## config.mk

```make
export PLATFORM = sky130hd
export DESIGN_NAME = fifo_wptr_full
export DESIGN_NICKNAME = d
export VERILOG_FILES = /design/src/rtl/cdc_pkg.sv /design/src/rtl/fifo_wptr_full_gray2bin.sv /design/src/rtl/fifo_wptr_full.sv
export SDC_FILE = /design/constraint.sdc
export NUM_CORES = 1
export LEC_CHECK = 0
export CORE_AREA = 4 4 41 43
export CTS_BUF_LIST = sky130_fd_sc_hd__clkbuf_16
export CTS_CLUSTER_DIAMETER = 30
export CTS_CLUSTER_SIZE = 8
export DETAILED_ROUTE_END_ITERATION = 16
export DIE_AREA = 0 0 45 47
export GPL_ROUTABILITY_DRIVEN = 0
export GPL_TIMING_DRIVEN = 0
export PLACE_DENSITY = 0.79
export SYNTH_ARGS = -nofsm -noshare
export SYNTH_HDL_FRONTEND = slang
export SYNTH_SLANG_ARGS = --single-unit
```

## constraint.sdc

```tcl
create_clock -name clk_i -period 2.9 [get_ports clk_i]
set_input_delay 0.58 -clock clk_i [delete_from_list [all_inputs] [get_ports clk_i]]
set_output_delay 0.58 -clock clk_i [all_outputs]
set_load 0.005 [all_outputs]
```

## src/rtl/cdc_pkg.sv

```systemverilog
// Shared clock-domain-crossing helpers: Gray/binary conversion and the FIFO pointer type.
package cdc_pkg;

  localparam int PTR_WIDTH = 5;
  localparam int MAX_WIDTH = 32;

  // Pointer type for the default 16-deep FIFO (ADDR_WIDTH = 4, one extra wrap bit).
  typedef logic [PTR_WIDTH-1:0] ptr_t;
  typedef logic [MAX_WIDTH-1:0] wide_t;

  // Converters work on zero-extended values; callers narrow the result with a size cast.
  function automatic wide_t bin2gray(input wide_t bin);
    return bin ^ (bin >> 1);
  endfunction

  function automatic wide_t gray2bin(input wide_t gray);
    wide_t bin;
    bin = gray;
    for (int i = 1; i < MAX_WIDTH; i++) begin
      bin = bin ^ (gray >> i);
    end
    return bin;
  endfunction

endpackage

```

## src/rtl/fifo_wptr_full_gray2bin.sv

```systemverilog
// Width-parameterised Gray-to-binary converter used for the synchronized read pointer.
module gray2bin #(
  parameter int WIDTH = 5
) (
  input  logic [WIDTH-1:0] gray,
  output logic [WIDTH-1:0] bin
);

  assign bin = WIDTH'(cdc_pkg::gray2bin(cdc_pkg::wide_t'(gray)));

endmodule

```

## src/rtl/fifo_wptr_full.sv

```systemverilog
// Async FIFO write-side pointer and full flag, all in the clk_i domain.
// Optional almost-full / fill-level outputs are built when FIFO_ALMOST_FULL_EN is defined.
module fifo_wptr_full
  import cdc_pkg::*;
#(
  parameter int ADDR_WIDTH   = 4,
  parameter int AFULL_THRESH = 2
) (
  input  logic                  clk_i,
  input  logic                  rst_ni,
  input  logic                  winc_i,
  input  logic [ADDR_WIDTH:0]   rptr_gray_sync_i,
  output logic                  wen_o,
  output logic [ADDR_WIDTH-1:0] waddr_o,
  output logic [ADDR_WIDTH:0]   wptr_gray_o,
  output logic                  full_o,
  output logic                  overflow_o
`ifdef FIFO_ALMOST_FULL_EN
  ,
  output logic                  almost_full_o,
  output logic [ADDR_WIDTH:0]   fill_level_o
`endif
);

  localparam int PW  = ADDR_WIDTH + 1;
  localparam int MSB = ADDR_WIDTH;

  logic [MSB:0] wbin_q;
  logic [MSB:0] wbin_next;
  logic [MSB:0] gray_next;
  logic [MSB:0] rptr_full_cmp;
  logic         full_next;

  // Gating with rst_ni keeps the RAM strobe low while reset is held.
  assign wen_o     = winc_i & ~full_o & rst_ni;
  assign waddr_o   = wbin_q[ADDR_WIDTH-1:0];
  assign wbin_next = wbin_q + {{ADDR_WIDTH{1'b0}}, wen_o};
  assign gray_next = PW'(bin2gray(wide_t'(wbin_next)));

  // Full when the write pointer is exactly one lap ahead: top two Gray bits inverted.
  assign rptr_full_cmp = {~rptr_gray_sync_i[MSB:MSB-1], rptr_gray_sync_i[MSB-2:0]};
  assign full_next     = (gray_next == rptr_full_cmp);

  always_ff @(posedge clk_i or negedge rst_ni) begin
    if (!rst_ni) begin
      wbin_q      <= '0;
      wptr_gray_o <= '0;
      full_o      <= 1'b0;
      overflow_o  <= 1'b0;
    end else begin
      wbin_q      <= wbin_next;
      wptr_gray_o <= gray_next;
      full_o      <= full_next;
      overflow_o  <= winc_i & full_o;
    end
  end

`ifdef FIFO_ALMOST_FULL_EN
  localparam logic [MSB:0] AFULL_LEVEL = PW'((2 ** ADDR_WIDTH) - AFULL_THRESH);

  logic [MSB:0] rbin;
  logic [MSB:0] fill_level_next;

  gray2bin #(
    .WIDTH(PW)
  ) u_rptr_gray2bin (
    .gray(rptr_gray_sync_i),
    .bin (rbin)
  );

  assign fill_level_next = wbin_next - rbin;

  always_ff @(posedge clk_i or negedge rst_ni) begin
    if (!rst_ni) begin
      fill_level_o  <= '0;
      almost_full_o <= 1'b0;
    end else begin
      fill_level_o  <= fill_level_next;
      almost_full_o <= (fill_level_next >= AFULL_LEVEL);
    end
  end
`endif

endmodule

```

==> out/metrics.yaml <==
status:
  status: "finished, final reports clean"
logic_synthesis:
  ys_seq_area_share_pct: 53.1
  synth_nets: 50
  syn_inst: 40
  avgSynthCellArea_um2: 12.9
  synthTopCellsByArea: "dfrtp_1 53%, xor2_1 12%, xnor2_1 6.8%"
  synth_area_um2: 518
  ys_warn_count: 0
  ys_seq_elements: 11
  synth.area.mux_share_pct: 0
  synth-xor-area-share_pct: 26.3
  synth_cell_types: 15
  synth-compound-area-share_pct: 2.90
  synth_top_area_cell: "dfrtp_1"
  synth-simple-area-share_pct: 11.4
  synth_top_family_by_area: "XOR/XNOR gates"
  synth_top_area_share_pct: 53.1
  synth_fa_ha_area_share_pct: 4.83
flow_run:
  drv_cap: 0
final_layout:
  drive_gt1_share_pct: 11.1
  fin_nets: 74
  fin_util_pct: 61.5
  area_growth_pct: 54.6
  layout.cells.most_common: "clkdlybuf4s50_1"
  n_antenna_cell: 0
  fillers: 115
  final_cell_mix: "18 x clkdlybuf4s50_1, 11 x dfrtp_1, 7 x xor2_1, 4 x xnor2_1"
routing:
  vias: 371
  wl_per_cell_um: 11.7
  avgViaCountPerCell: 4.76
  routed_wl_um: 912
  dr.pass1.iters: 2
  drt_iter0_drc: 2
  drc: 0
  drtAntennaViolNets: 0
power_and_ir_drop:
  swShare_pct: 29.8
  p_seq_share_pct: 30.3
  p_int_mw: 0.639
  p_per_area_mw_per_mm2: 1140
  power_mw: 0.911
  ir_drop_v: 0.000662
  leakage_nw: 0.355
  power_frac_comb_pct: 43.0
  pwr-share-clk_pct: 26.7
  switching_power_mw: 0.272
sta:
  tns_ns: 0
  hold_viol: 0
  period_minus_slack_ns: 2.66
  rsz0062_at_grt: "no"
  report.final.slew_viol_count: 0
  fin_skew_ns: 0.000478
  finalSetupViolations: 0
  worst_pin_slew_ns: 0.362
  timing.final.crit_share_pct: 91.9
  setup_ws_ns: 0.235
  fmax_mhz: 375
  relSlewSlack_pct: 75.7
cts:
  postCtsHoldBufs: 0
  cts_buffer_depth: 2
  cts_tree: "done"
  cts_made_buffers: 3
  root_buffer: "clkbuf_16"
  insertion_delay_ns: 0.23
  path_clk_slew_ns: 0.04
  clock-sinks: 11
  h-tree-depth: 1
floorplanning:
  design.core.area_mm2: 0.00130
  die_area_mm2: 0.00212
  pin_count: 20
  fp.dieH_um: 47
  num_rows: 13
  die_w_um: 45
  start_util_pct: 39.8
global_routing:
  grt_max_degree: 13
  grt-ovfl-total: 0
  grt_pass1_wl_um: 1680
  antenna_found_initial: 0
  grt_pass1_vias: 386
  grt_usage_pct: 12.2
setup_path:
  critical_path_required_ns: 3.04
  worstPathMaxFanout: 4
  critical_path.startpoint: "winc_i"
  critPathKind: "input port to register"
  r2r-start: "full_o$_DFF_PN0_"
  arrival_ns: 2.80
  cp-end-kind: "register"
  cp-start-kind: "input port"
place:
  pre_cts_ws_ns: -0.449
  dp_hpwl_um: 735
  port_buffers: 19
min_path:
  hp-class: "input port to async pin"
## kinds of logic (layout without fill, tap and decap cells)
group	Yosys count	count (layout)
buffers and inverters	2	25
flip-flops	11	11
adder cells (fa/ha/maj)	2	2
AND/OR/NAND/NOR	11	11
AO/OA/AOI/OAI	1	1
XOR/XNOR	13	13
## power groups by stage
stage / logic [mW] / clock network [mW] / registers (mW)
2_1_floorplan: 0.209 / 0 / 0.282
3_3_place_gp: 0.389 / 0 / 0.276
3_5_place_dp: 0.395 / 0 / 0.278
4_1_cts: 0.399 / 0.249 / 0.276
5_1_grt: 0.432 / 0.261 / 0.289
6_report: 0.391 / 0.243 / 0.276
## through the flow
step / instances / hold WS (ns) / cell area, µm²
6_report: 78 / 0.215 / 801
3_3_place_gp: 74 / 0.494 / 727
5_1_grt: 78 / 0.236 / 801
3_5_place_dp: 74 / 0.491 / 727
4_1_cts: 78 / 0.432 / 805
2_1_floorplan: 40 / 0.284 / 518
## registers in the layout, summed over array words and instances (netlist names)
name / count
full_o: 1
wptr_gray_o: 4
overflow_o: 1
wbin_q: 5
## timing repair
action / 4_1_cts / 5_1_grt
gates resized for setup: 1 / 2
setup endpoints to repair: 1 / 1
setup buffers: 0 / 0
## final cells by class
cell class	instances	area [µm²]	share of cell area (%)
Timing Repair Buffer	19	185	23.1
Tap cell	15	18.8	2.34
Multi-Input combinational cell	27	235	29.4
Sequential cell	11	275	34.4
Clock buffer	3	75.1	9.38
Clock inverter	1	3.75	0.469
Inverter	2	7.51	0.938
## path summary, 6_finish.rpt
path / cells after the start / to / slack [ns]
max: 9 / full_o$_DFF_PN0_ / 0.24
min: 1 / overflow_o$_DFF_PN0_ / 0.21
max reg2reg: 7 / full_o$_DFF_PN0_ / 0.71
min reg2reg: 1 / overflow_o$_DFF_PN0_ / 0.50
max in group asynchronous: 1 / wbin_q[4]$_DFF_PN0_ / 2.47
min in group clk_i: 1 / overflow_o$_DFF_PN0_ / 0.50
## routing by layer
layer  global-route usage (%)  up-vias  wire length (µm)
met4                     8.77        0                21
met2                     18.6       14               446
met5                        0        -                 0
met1                     12.1      176               344
met3                     7.66        4               100
li1                         -      177                 -
## synth_stat cells
| library cell | number |
|---|---|
| or3_1 | 2 |
| dfrtp_1 | 11 |
| xor2_2 | 1 |
| nand3_2 | 1 |
| inv_1 | 1 |
| clkinv_1 | 1 |
| nand2_1 | 3 |
| ha_1 | 2 |
| and2_1 | 1 |
| xor3_1 | 1 |
| nand3_1 | 3 |
| xnor2_1 | 4 |
| a221oi_2 | 1 |
| nor2_1 | 1 |
| xor2_1 | 7 |
## critical path, stage by stage
cell and delay (ns):
clkdlybuf4s50_1 0.47, nand2_1 0.05, nor2_1 0.16, ha_1 0.24, ha_1 0.27, xor2_2 0.28
xor2_1 0.12, or3_1 0.37, a221oi_2 0.26
Power figures use the tool's default switching activity.
